$ cat src/rtl/bmac_buf_pkg.sv
// Shared state type and sizing helpers for the bMAC_SIMD row-buffer sequencer.
// MAC_BW / ROW_CNT normally come from param_def.sv; the fallbacks below keep standalone builds complete.
`ifndef MAC_BW
`define MAC_BW 16
`endif
`ifndef ROW_CNT
`define ROW_CNT 4
`endif

package bmac_buf_pkg;

  typedef enum logic [1:0] {
    IDLE  = 2'd0,
    FILL  = 2'd1,
    DRAIN = 2'd2
  } buf_seq_state_t;

  localparam int REP_W = 4;

  // A one-row tile is meaningless; still give it a 1-bit address rather than a zero-width one.
  function automatic int calc_aw(input int rows);
    return (rows < 2) ? 1 : $clog2(rows);
  endfunction

endpackage

$ cat src/rtl/row_ptr_cnt.sv
// Row pointer with explicit wrap at MAX, so tiles need not be a power of two rows deep.
module row_ptr_cnt #(
  parameter int MAX = 3,
  parameter int AW  = 2
) (
  input  logic          clk,
  input  logic          rst_n,
  input  logic          inc,
  input  logic          clr,
  output logic [AW-1:0] ptr,
  output logic          last
);

  localparam logic [AW-1:0] MAX_P = AW'(MAX);

  logic [AW-1:0] ptr_reg;
  logic [AW-1:0] ptr_next;

  assign last = (ptr_reg == MAX_P);
  assign ptr  = ptr_reg;

  always_comb begin
    ptr_next = ptr_reg;
    if (clr) begin
      ptr_next = '0;
    end else if (inc) begin
      ptr_next = last ? '0 : ptr_reg + 1'b1;
    end
  end

  always_ff @(posedge clk or negedge rst_n) begin
    if (!rst_n) begin
      ptr_reg <= '0;
    end else begin
      ptr_reg <= ptr_next;
    end
  end

endmodule

$ cat src/rtl/data_buf_seq.sv
// Fill/drain sequencer for the data_buf row buffer: loads a tile of ROWS rows, then streams them out.
// Optional DATA_BUF_SEQ_REPLAY_EN adds cfg_replay to drain each tile cfg_replay+1 times.
module data_buf_seq
  import bmac_buf_pkg::*;
#(
  parameter  int ROWS   = `ROW_CNT,
  parameter  int MAC_BW = `MAC_BW,
  localparam int AW     = calc_aw(ROWS)
) (
  input  logic              clk,
  input  logic              rst_n,
  input  logic              start,
`ifdef DATA_BUF_SEQ_REPLAY_EN
  input  logic [REP_W-1:0]  cfg_replay,
`endif
  input  logic              flush,
  input  logic              in_valid,
  output logic              in_ready,
  input  logic [MAC_BW-1:0] in_data,
  output logic              out_valid,
  input  logic              out_ready,
  output logic              buf_wr_en,
  output logic [AW-1:0]     buf_wr_addr,
  output logic [MAC_BW-1:0] buf_wr_data,
  output logic              buf_rd_en,
  output logic [AW-1:0]     buf_rd_addr,
  output logic              busy,
  output logic              done
);

  buf_seq_state_t state_reg;
  logic           done_reg;

  logic           in_fill;
  logic           in_drain;
  logic           wr_inc;
  logic           rd_inc;
  logic [AW-1:0]  wr_ptr;
  logic [AW-1:0]  rd_ptr;
  logic           wr_last;
  logic           rd_last;

`ifdef DATA_BUF_SEQ_REPLAY_EN
  logic [REP_W-1:0] rep_cnt_reg;
  logic [REP_W-1:0] rep_max_reg;
`endif

  assign in_fill  = (state_reg == FILL);
  assign in_drain = (state_reg == DRAIN);

  // Handshake qualifiers feed only the pointers and the FSM, never the valid/ready outputs.
  assign wr_inc = in_fill & in_valid;
  assign rd_inc = in_drain & out_ready;

  row_ptr_cnt #(.MAX(ROWS - 1), .AW(AW)) u_wr_ptr (
    .clk  (clk),
    .rst_n(rst_n),
    .inc  (wr_inc),
    .clr  (flush),
    .ptr  (wr_ptr),
    .last (wr_last)
  );

  row_ptr_cnt #(.MAX(ROWS - 1), .AW(AW)) u_rd_ptr (
    .clk  (clk),
    .rst_n(rst_n),
    .inc  (rd_inc),
    .clr  (flush),
    .ptr  (rd_ptr),
    .last (rd_last)
  );

  always_ff @(posedge clk or negedge rst_n) begin
    if (!rst_n) begin
      state_reg   <= IDLE;
      done_reg    <= 1'b0;
`ifdef DATA_BUF_SEQ_REPLAY_EN
      rep_cnt_reg <= '0;
      rep_max_reg <= '0;
`endif
    end else begin
      done_reg <= 1'b0;
      if (flush) begin
        state_reg   <= IDLE;
`ifdef DATA_BUF_SEQ_REPLAY_EN
        rep_cnt_reg <= '0;
`endif
      end else begin
        case (state_reg)
          IDLE: begin
            if (start) begin
              state_reg   <= FILL;
`ifdef DATA_BUF_SEQ_REPLAY_EN
              rep_max_reg <= cfg_replay;
              rep_cnt_reg <= '0;
`endif
            end
          end
          FILL: begin
            if (wr_inc && wr_last) begin
              state_reg <= DRAIN;
            end
          end
          DRAIN: begin
            if (rd_inc && rd_last) begin
`ifdef DATA_BUF_SEQ_REPLAY_EN
              // rd_ptr has already wrapped to 0, so another pass starts without a bubble.
              if (rep_cnt_reg != rep_max_reg) begin
                rep_cnt_reg <= rep_cnt_reg + 1'b1;
              end else begin
                state_reg   <= IDLE;
                done_reg    <= 1'b1;
                rep_cnt_reg <= '0;
              end
`else
              state_reg <= IDLE;
              done_reg  <= 1'b1;
`endif
            end
          end
          default: state_reg <= IDLE;
        endcase
      end
    end
  end

  assign in_ready    = in_fill;
  assign buf_wr_en   = in_fill;
  assign buf_wr_addr = wr_ptr;
  assign buf_wr_data = in_data;
  assign out_valid   = in_drain;
  assign buf_rd_en   = in_drain;
  assign buf_rd_addr = rd_ptr;
  assign busy        = (state_reg != IDLE);
  assign done        = done_reg;

endmodule

$ cat config.mk
export PLATFORM = sky130hd
export DESIGN_NAME = data_buf_seq
export DESIGN_NICKNAME = d
export VERILOG_FILES = /design/src/rtl/bmac_buf_pkg.sv /design/src/rtl/row_ptr_cnt.sv /design/src/rtl/data_buf_seq.sv
export SDC_FILE = /design/constraint.sdc
export NUM_CORES = 1
export LEC_CHECK = 0
export BUFFER_PORTS_ARGS = -buffer_cell sky130_fd_sc_hd__buf_2
export CAP_MARGIN = 20
export CORE_MARGIN = 2
export CORE_UTILIZATION = 34
export DETAILED_ROUTE_END_ITERATION = 12
export PLACE_DENSITY = 0.77
export SLEW_MARGIN = 20
export SYNTH_ARGS = -nofsm -noshare
export SYNTH_HDL_FRONTEND = slang
export SYNTH_HIERARCHICAL = 1
export SYNTH_SLANG_ARGS = --single-unit
$ cat constraint.sdc
create_clock -name clk -period 1.85 [get_ports clk]
set_clock_uncertainty 0.2 [all_clocks]
set_input_delay 0.0925 -clock clk [delete_from_list [all_inputs] [get_ports clk]]
set_output_delay 0.0925 -clock clk [all_outputs]
set_load 0.01 [all_outputs]
==> results.md <==
- Status: complete, no violations
- Hold Violations, Final: 0
- Min-delay src: state_reg[1]
- Synth Instances: 49
- Post-DR wirelength/cell: 11.1 um
- First-pass GRT wire length: 1640 um
- Setup Fix Bufs, Post-CTS: 0
- Setup slack after placement: between 0.2 and 0.3 ns
- Worst min path class: flop to flop
- Synth Cell Area: around 480 um^2
- DRC viols: 0
- Total power: 376 uW
- Full die area: 1740 um^2
- Initial antenna violation count: 0
- Synth cell types: 18
- Synth Register Bits: 7
- WL final: 967 um
- Min setup slack post-route: 0.228 ns
- Worst skew pair latency: 0.25 ns
- Remaining antenna violation count: 0
- Vias/cell: 4.52
- Synthesis-to-finish area growth: 42.6%
- Nets: 97
- Fmax: 617 MHz
- H-Tree Level Count: 1
- Share of cells above drive strength 1: a little under a third
- Largest cells by area after synthesis: dfrtp_1 (36%), buf_4 (28%), ha_1 (5.2%)
- GPL Wtd Cong: 0.744
- # port buffers: 15
- Worst setup path class: flop to flop
- Slew Limit Headroom: about four fifths
- CTS Hold Bufs: 22
- Final period utilization: a little under 90%
- Sequential-to-total area share from yosys stat: 36.2%
- Clk sinks: 7
- Die Y: around 42 um
- Setup TNS: 0 ns
- RSZ-0062 raised after global routing: false
- Crit path from: state_reg[0]
- Final setup vio count: 0
- Row cnt: 13
- Worst setup EP type: flop
- TritonCTS clock tree: done
- Arr. time, crit path: 1.60 ns
- CP required: 1.83 ns
- DRT Pass-1 Iters: 4
- Slew Viols, Final: 0
- N_diodes: 0
- Root buffer cell: clkbuf_4
- Worst-Margin Slew: 0.312 ns
- Multi-input logic area: 174 um^2
- Die X: 41.7 um
- R2r startpoint: state_reg[0]
- I/O pins: 48
- Maximum fanout along the worst path: 5
- DRT iter0 DRCs: 2
- Final min period: 1.62 ns
- Initial Util: 36.8%
- Clock slew at reported path FFs: 0.05 ns
- Vias: between 300 and 400
- Grt ovf: 0
- Clk buf depth: 2
- Startpoint types: flop
- P_leak: 0.344 nW
- FF/Latch Area: 175 um^2
- CTS Buf Count: 3
- Maximum VDD drop: 0.410 mV
- Mean Syn Cell Area: between 9 and 10 um^2
- Global Route Usage Sum: between 10 and 15%
- Power density over the cells: 545 nW/um^2
- Maxcap violations: 0
- Synth Warn #: 6
- Number of fill cells: about 120
- Largest net degree at the start of global routing: 8
- Vias in the first global route: about 400
- Post-synth top area share: between 30% and 40%
- Cell accounting for the most synthesized area: dfrtp_1
- Syn nets: 73
- CORE AREA: 1320 um^2
- PostCTS Resize Cnt: 0
==> synth_stat cells, drive strengths merged <==
cell    number
or2          1
or3b         2
mux2i        2
dfrtp        7
and2b        2
nand2        1
nor2         3
nor3b        1
ha           2
a32oi        1
nand3        1
buf         18
o21ai        1
and2         2
a21oi        2
nand2b       2
nor3         1
==> path summary, 6_finish.rpt <==
check,end,slack [ns],depth (start not counted)
min reg2reg,state_reg[0],0.28,1
max,u_rd_ptr/ptr[0],0.23,4
max reg2reg,u_rd_ptr/ptr[0],0.23,4
min in group asynchronous,state_reg[0],0.59,3
max in group asynchronous,u_rd_ptr/ptr[0],0.63,3
min,state_reg[0],0.28,1
==> metal layers <==
metal,up-vias,global-route usage (%),routed length [um]
met1,171,13.8,349
li1,191,-,-
met3,0,7.83,119
met4,0,1.94,0
met2,31,20.6,498
met5,-,0,0
==> cells in the final DEF, fill, tap and decap left out, drive strengths merged <==
master and instances:
clkbuf 3, dlygate4sd3 22, nand2b 2, and2b 2
nor2 3, nor3 1, buf 15, or3b 2
nand3 1, clkinv 1, dfrtp 7, nand2 1
mux2i 2, and2 2, a21oi 2, nor3b 1
a32oi 1, o21ai 1, or2 1, ha 2
==> worst max-delay path, cell delays in order, from the launching register on <==
cell and delay, ns:
dfrtp_1 0.40, and2b_1 0.28, and2_1 0.19, or3b_1 0.37, a21oi_2 0.12
==> cell type report <==
type | instances | share of cell area [%]
timing repair buffer | 37 | 42.8
sequential | 7 | 25.4
multi-input combinational | 24 | 25.2
clock buffer | 3 | 3.26
tap | 15 | 2.72
clock inverter | 1 | 0.725
==> where the power goes <==
part	internal (mW)	switching [mW]
logic	0.0462	0.0344
clock network	0.0789	0.0571
registers	0.157	0.00304
==> logic make-up (layout without fill, tap and decap cells) <==
family | count (synthesis) | count (layout) | synth area share, %
buf+inv | 18 | 41 | 27.9
simple gates | 16 | 16 | 20.2
flops | 7 | 7 | 36.2
compound gates | 4 | 4 | 6.46
fa+ha+maj | 2 | 2 | 5.17
mux | 2 | 2 | 4.13
==> stage by stage <==
step / hold WS (ns) / area, um^2 / std cells / util, %
4_1_cts: 0.279 / 691 / 87 / 52.4
6_report: 0.281 / 691 / 87 / 52.4
3_5_place_dp: -0.273 / 443 / 61 / 33.6
2_1_floorplan: -0.403 / 484 / 49 / -
5_1_grt: 0.315 / 691 / 87 / 52.4
3_3_place_gp: -0.271 / 443 / 61 / 33.6
Note: power is estimated with default switching activity, not from simulation.
